File: config.mk
export PLATFORM = sky130hd
export DESIGN_NAME = uart_tx_fifo_flat
export DESIGN_NICKNAME = d
export VERILOG_FILES = /design/src/rtl/uart_tx_fifo_if.sv /design/src/rtl/uart_tx_fifo.sv /design/src/flat_wrapper.sv
export SDC_FILE = /design/constraint.sdc
export NUM_CORES = 1
export LEC_CHECK = 0
export BUFFER_PORTS_ARGS = -buffer_cell sky130_fd_sc_hd__buf_2
export CAP_MARGIN = 0
export CORE_ASPECT_RATIO = 2
export CORE_MARGIN = 1
export CORE_UTILIZATION = 48
export DETAILED_ROUTE_END_ITERATION = 12
export GPL_TIMING_DRIVEN = 0
export SYNTH_ARGS = -nofsm -noshare
export SYNTH_HDL_FRONTEND = slang
export SYNTH_SLANG_ARGS = --single-unit
File: constraint.sdc
create_clock -name clk -period 10.4 [get_ports clk]
set_input_delay 2.08 -clock clk [delete_from_list [all_inputs] [get_ports clk]]
set_output_delay 2.08 -clock clk [all_outputs]
set_load 0.01 [all_outputs]
File: src/rtl/uart_tx_fifo_if.sv
// Host-side bus of the buffered UART transmitter: write strobe, status flags,
// the serial line, and the FSM state for observation.
interface uart_tx_fifo_if;
  logic [7:0] data_i;
  logic       ack_i;
  logic       tx;
  logic       full_o;
  logic       empty_o;
  logic       busy_o;
  logic       overflow_o;
  logic [1:0] dbg_state;

  // Handshake: ack_i is a one-cycle write strobe with no ready; a strobe seen
  // while full_o=1 is discarded and latches overflow_o until reset.
  modport master (
    output data_i, ack_i,
    input  tx, full_o, empty_o, busy_o, overflow_o, dbg_state
  );

  modport slave (
    input  data_i, ack_i,
    output tx, full_o, empty_o, busy_o, overflow_o, dbg_state
  );
endinterface

File: src/rtl/uart_tx_fifo.sv
// Buffered 8N1 UART transmitter: a power-of-two FIFO feeds a start/data/stop
// serializer that shifts bytes out LSB-first at CLK_DIV clocks per bit.
module uart_tx_fifo #(
  parameter int CLK_DIV         = 434,
  parameter int FIFO_DEPTH_LOG2 = 3
) (
  input logic           clk,
  input logic           rst_n,
  uart_tx_fifo_if.slave bus
);

  localparam int DEPTH = 1 << FIFO_DEPTH_LOG2;
  localparam int BW    = (CLK_DIV > 2) ? $clog2(CLK_DIV) : 1;
  localparam int CW    = FIFO_DEPTH_LOG2 + 1;
  localparam logic [BW-1:0] BAUD_LOAD  = BW'(CLK_DIV - 1);
  localparam logic [CW-1:0] COUNT_FULL = CW'(DEPTH);

  typedef enum logic [1:0] {
    S_IDLE  = 2'd0,
    S_START = 2'd1,
    S_DATA  = 2'd2,
    S_STOP  = 2'd3
  } state_t;

  state_t                     r_state;
  logic                       r_tx;
  logic                       r_busy;
  logic                       r_overflow;
  logic                       r_full;
  logic                       r_empty;
  logic [FIFO_DEPTH_LOG2-1:0] r_wr_ptr;
  logic [FIFO_DEPTH_LOG2-1:0] r_rd_ptr;
  logic [CW-1:0]              r_count;
  logic [BW-1:0]              r_baud;
  logic [2:0]                 r_bit_idx;
  logic [7:0]                 r_shift;
  logic [7:0]                 r_mem [DEPTH];

  logic          w_wr;
  logic          w_pop;
  logic          w_baud_zero;
  logic [CW-1:0] w_count_nxt;
  logic [7:0]    w_head;

  // Full is the registered pre-edge status, so a same-cycle pop never frees room for a write.
  assign w_wr        = bus.ack_i & ~r_full;
  assign w_baud_zero = (r_baud == '0);
  assign w_pop       = ~r_empty & ((r_state == S_IDLE) | ((r_state == S_STOP) & w_baud_zero));
  assign w_count_nxt = r_count + CW'(w_wr) - CW'(w_pop);
  assign w_head      = r_mem[r_rd_ptr];

  always_ff @(posedge clk) begin
    if (w_wr) begin
      r_mem[r_wr_ptr] <= bus.data_i;
    end
  end

  always_ff @(posedge clk or negedge rst_n) begin
    if (!rst_n) begin
      r_wr_ptr   <= '0;
      r_rd_ptr   <= '0;
      r_count    <= '0;
      r_full     <= 1'b0;
      r_empty    <= 1'b1;
      r_overflow <= 1'b0;
    end else begin
      if (w_wr) begin
        r_wr_ptr <= r_wr_ptr + 1'b1;
      end
      if (w_pop) begin
        r_rd_ptr <= r_rd_ptr + 1'b1;
      end
      if (bus.ack_i & r_full) begin
        r_overflow <= 1'b1;
      end
      r_count <= w_count_nxt;
      r_full  <= (w_count_nxt == COUNT_FULL);
      r_empty <= (w_count_nxt == '0);
    end
  end

  always_ff @(posedge clk or negedge rst_n) begin
    if (!rst_n) begin
      r_state   <= S_IDLE;
      r_tx      <= 1'b1;
      r_busy    <= 1'b0;
      r_baud    <= '0;
      r_bit_idx <= '0;
      r_shift   <= '0;
    end else begin
      case (r_state)
        S_IDLE: begin
          r_tx   <= 1'b1;
          r_busy <= 1'b0;
          if (w_pop) begin
            r_shift <= w_head;
            r_baud  <= BAUD_LOAD;
            r_tx    <= 1'b0;
            r_busy  <= 1'b1;
            r_state <= S_START;
          end
        end
        S_START: begin
          if (w_baud_zero) begin
            r_state   <= S_DATA;
            r_bit_idx <= '0;
            r_baud    <= BAUD_LOAD;
            r_tx      <= r_shift[0];
          end else begin
            r_baud <= r_baud - 1'b1;
          end
        end
        S_DATA: begin
          if (w_baud_zero) begin
            r_baud  <= BAUD_LOAD;
            r_shift <= {1'b0, r_shift[7:1]};
            if (r_bit_idx == 3'd7) begin
              r_state <= S_STOP;
              r_tx    <= 1'b1;
            end else begin
              r_bit_idx <= r_bit_idx + 3'd1;
              r_tx      <= r_shift[1];
            end
          end else begin
            r_baud <= r_baud - 1'b1;
          end
        end
        S_STOP: begin
          // Chaining straight into START keeps back-to-back frames gapless.
          if (w_baud_zero) begin
            if (w_pop) begin
              r_shift <= w_head;
              r_baud  <= BAUD_LOAD;
              r_tx    <= 1'b0;
              r_state <= S_START;
            end else begin
              r_tx    <= 1'b1;
              r_busy  <= 1'b0;
              r_state <= S_IDLE;
            end
          end else begin
            r_baud <= r_baud - 1'b1;
          end
        end
        default: begin
          r_state <= S_IDLE;
          r_tx    <= 1'b1;
          r_busy  <= 1'b0;
        end
      endcase
    end
  end

  assign bus.tx         = r_tx;
  assign bus.full_o     = r_full;
  assign bus.empty_o    = r_empty;
  assign bus.busy_o     = r_busy;
  assign bus.overflow_o = r_overflow;
  assign bus.dbg_state  = r_state;

endmodule

File: src/flat_wrapper.sv
// flat-port wrapper written by rule: the top's interface ports become plain ports
module uart_tx_fifo_flat 
#(
  parameter int CLK_DIV         = 434,
  parameter int FIFO_DEPTH_LOG2 = 3
)
  (clk, rst_n, bus_data_i, bus_ack_i, bus_tx, bus_full_o, bus_empty_o, bus_busy_o, bus_overflow_o, bus_dbg_state);
  uart_tx_fifo_if bus_i ();
  input logic clk;
  input logic rst_n;
  input wire logic [$bits(bus_i.data_i)-1:0] bus_data_i;
  input wire logic [$bits(bus_i.ack_i)-1:0] bus_ack_i;
  output wire logic [$bits(bus_i.tx)-1:0] bus_tx;
  output wire logic [$bits(bus_i.full_o)-1:0] bus_full_o;
  output wire logic [$bits(bus_i.empty_o)-1:0] bus_empty_o;
  output wire logic [$bits(bus_i.busy_o)-1:0] bus_busy_o;
  output wire logic [$bits(bus_i.overflow_o)-1:0] bus_overflow_o;
  output wire logic [$bits(bus_i.dbg_state)-1:0] bus_dbg_state;
  assign bus_i.data_i = bus_data_i;
  assign bus_i.ack_i = bus_ack_i;
  assign bus_tx = bus_i.tx;
  assign bus_full_o = bus_i.full_o;
  assign bus_empty_o = bus_i.empty_o;
  assign bus_busy_o = bus_i.busy_o;
  assign bus_overflow_o = bus_i.overflow_o;
  assign bus_dbg_state = bus_i.dbg_state;
  uart_tx_fifo #(.CLK_DIV(CLK_DIV), .FIFO_DEPTH_LOG2(FIFO_DEPTH_LOG2)) u_core (.clk(clk), .rst_n(rst_n), .bus(bus_i));
endmodule
==> results.py <==
metrics = {
    "sta": {
        "maxSlewViolCount": 0,
        "hold_viol": 0,
        "timing.slew.headroom": 0.214,
        "clock.fmax_mhz": 263,
        "fin_crit_sh": 0.366,
        "tightest_slew_ns": 1.16,
        "skew_ns": 0.0120,
        "period_needed_ns": 3.80,
        "setup_viol": 0,
        "rsz0062_at_grt": "no",
        "fin_tns_setup_ns": 0,
    },
    "layout": {
        "syn_to_final_growth_pct": 11.5,
        "fillCellCount": 752,
        "final_common_cell": "edfxtp_1",
        "num-nets-final": 370,
        "utilization": 0.549,
        "antenna_cells": 0,
        "multi_input_area_um2": 1580,
        "instances_no_fill": 452,
        "drive_gt1_frac": 0.216,
        "layout_common_cells": "edfxtp_1 (64), dfrtp_1 (35), buf_2 (21)",
        "regArea_um2": 2850,
    },
    "grt": {
        "grtUsageMet1": 0.209,
        "antenna_found_initial": 0,
        "grt_pass1_vias": 2782,
        "grt_max_degree": 38,
        "grt_usage": 0.198,
        "grt_overflow": 0,
        "grt_use_met2": 0.373,
        "grt.busiest_layer": "met2",
        "met3_usage": 0.0391,
        "grt_pass1_wl_um": 14400,
    },
    "detailed_routing": {
        "drt_iter0_drc": 91,
        "dr.pass1.iters": 6,
        "via_count": 2632,
        "totalWireLength_um": 8710,
        "drc": 0,
        "vias_per_cell": 5.82,
        "wl_per_cell_um": 19.3,
        "antenna_left": 0,
    },
    "placement": {
        "dp_cells": 436,
        "io_buffers": 17,
        "place_hpwl_um": 6100,
        "gp_congestion": 0.899,
    },
    "logic_synthesis": {
        "synth_top_family_by_area": "multiplexers",
        "synth.area.top_cells": "edfxtp_1 (42%), dfrtp_1 (19%), mux4_2 (7.9%)",
        "syn_area_um2": 4560,
        "seq_area_frac_synth": 0.625,
        "syn_nets": 342,
        "async_reset_ff_frac": 0.366,
        "yosysTopAreaCellShare": 0.422,
        "yosys_most_used_dff": "edfxtp_1",
        "synth_compound_area_frac": 0.0845,
        "synth_seq_cells": 101,
        "synth_area_per_cell_um2": 14.5,
        "synthAdderAreaFrac": 0.0456,
        "synthCells": 315,
        "yosysWarnings": 0,
        "synth-xor-area-share": 0.0154,
        "synth_top_area_cell": "edfxtp_1",
        "synth.area.mux_share": 0.125,
        "synth-simple-area-share": 0.0747,
        "synth_edf_count": 64,
        "yosysUniqueCellTypes": 53,
    },
    "clock_network": {
        "post_cts_buffers": 0,
        "cts_tree": "done",
        "cts_buffers": 9,
        "clkTransAtPathRegs_ns": 0.08,
        "root_buffer": "clkbuf_16",
        "clk_latency_ns": 0.35,
        "cts_sinks": 101,
        "cts.path.max_buffers": 2,
        "htreeDepth": 3,
        "ctsResizeCount": 0,
        "holdBufCountCts": 0,
    },
    "die": {
        "die_y_um": 140,
        "rows": 50,
        "fp.dieArea_um2": 9910,
        "initial_utilization": 0.492,
        "fp.coreArea_um2": 9260,
        "die_w_um": 70.9,
        "io_pins": 18,
    },
    "worst_setup_path": {
        "r2r_cells": 13,
        "crit_path_start_kind": "register",
        "cp.arrival_ns": 4.08,
        "worstPathMaxFanout": 9,
        "critPathRequiredTime_ns": 10.68,
        "worstSetupEndpointType": "register",
        "crit_type": "reg2reg",
    },
    "power_and_ir_drop": {
        "power.leakage_uw": 0.00195,
        "finalPower_uw": 979,
        "ir_drop_uv": 161,
        "power-per-cell-area_nw_per_um2": 193,
    },
    "min_path": {
        "holdPathStages": 1,
        "hold_path_class": "reg2reg",
    },
    "run": {
        "drv_cap": 0,
    },
    "status": {
        "outcome": "complete, no violations",
    },
}
worst max-delay path, cell delays in order, from the launching register on:
cell	delay, ns
dfrtp_1	0.43
inv_1	0.08
ha_1	0.23
or4b_1	0.43
buf_2	0.17
o32ai_2	0.73
ha_1	0.35
inv_1	0.05
ha_1	0.15
inv_1	0.05
fa_1	0.48
inv_1	0.05
or3_1	0.39
nor2b_1	0.13
cell usage after synthesis (2+ instances only):
master	number
a21o_1	4
a21oi_1	18
a31oi_1	4
and2_1	2
buf_1	2
buf_2	4
clkbuf_1	7
dfrtp_1	35
dfstp_2	2
edfxtp_1	64
ha_1	15
inv_1	19
mux2_2	2
mux2_4	7
mux2i_1	8
mux4_2	16
nand2_1	12
nand2b_1	5
nand3_1	5
nand3b_1	2
nand4_1	3
nor2_1	18
nor2b_1	2
nor3_1	8
nor4_1	3
o21a_1	2
o21ai_0	10
o22a_2	3
or3_1	3
xnor2_1	5
xor2_1	3
state kept, by name, indices dropped and copies added (netlist names):
name                   flops
u_core.r_mem              64
u_core.r_baud              9
u_core.r_shift             8
u_core.r_count             4
u_core.r_bit_idx           3
u_core.r_rd_ptr            3
u_core.r_wr_ptr            3
u_core.bus.dbg_state       2
u_core.bus.busy_o          1
u_core.bus.empty_o         1
u_core.bus.full_o          1
u_core.bus.overflow_o      1
u_core.bus.tx              1
worst paths after layout:
path | startpoint | to | slack, ns
max | u_core.r_baud[0] | u_core.bus.full_o | 6.60
min | u_core.bus.overflow_o | u_core.bus.overflow_o | 0.45
max reg2reg | u_core.r_baud[0] | u_core.bus.full_o | 6.60
min reg2reg | u_core.bus.overflow_o | u_core.bus.overflow_o | 0.45
max in group asynchronous | rst_n | u_core.r_shift[2] | 8.04
min in group asynchronous | rst_n | u_core.r_baud[3] | 1.83
power breakdown:
part / switching (uW) / leakage, uW / total, uW / internal (uW)
clock network: 163 / 0.000145 / 334 / 171
logic: 74.5 / 0.000783 / 133 / 58.7
registers: 25.5 / 0.00102 / 512 / 487
total: 263 / 0.00195 / 979 / 716
layer usage:
layer  up-vias  part of all wire
met5         -                 0
met4         0             0.018
met3        12             0.020
met2        39              0.59
met1      1337              0.37
li1       1244                 -
layout make-up:
| class | instances | area share |
|---|---|---|
| sequential | 101 | 0.561 |
| timing repair buffer | 17 | 0.0167 |
| buffer | 14 | 0.0128 |
| inverter | 19 | 0.0140 |
| clock buffer | 9 | 0.0443 |
| multi-input combinational | 181 | 0.311 |
| tap | 104 | 0.0256 |
| clock inverter | 7 | 0.0148 |
cell families after synthesis:
family                   after synthesis
flip-flops                           101
AND/OR/NAND/NOR                       67
AO/OA/AOI/OAI                         57
buffers and inverters                 33
multiplexers                          33
adder cells (fa/ha/maj)               16
XOR/XNOR                               8
per-stage QoR:
| step | hold WS [ns] | area [um2] | setup slack, ns |
|---|---|---|---|
| 6_report | 0.455 | 5080 | 6.60 |
| 5_1_grt | 0.487 | 5080 | 6.35 |
| 4_1_cts | 0.457 | 5080 | 6.57 |
| 3_5_place_dp | 0.439 | 4780 | 6.43 |
| 3_3_place_gp | 0.434 | 4770 | 6.08 |
| 2_1_floorplan | 0.470 | 4560 | 6.71 |
No activity file was read; power rests on OpenSTA's default activity.
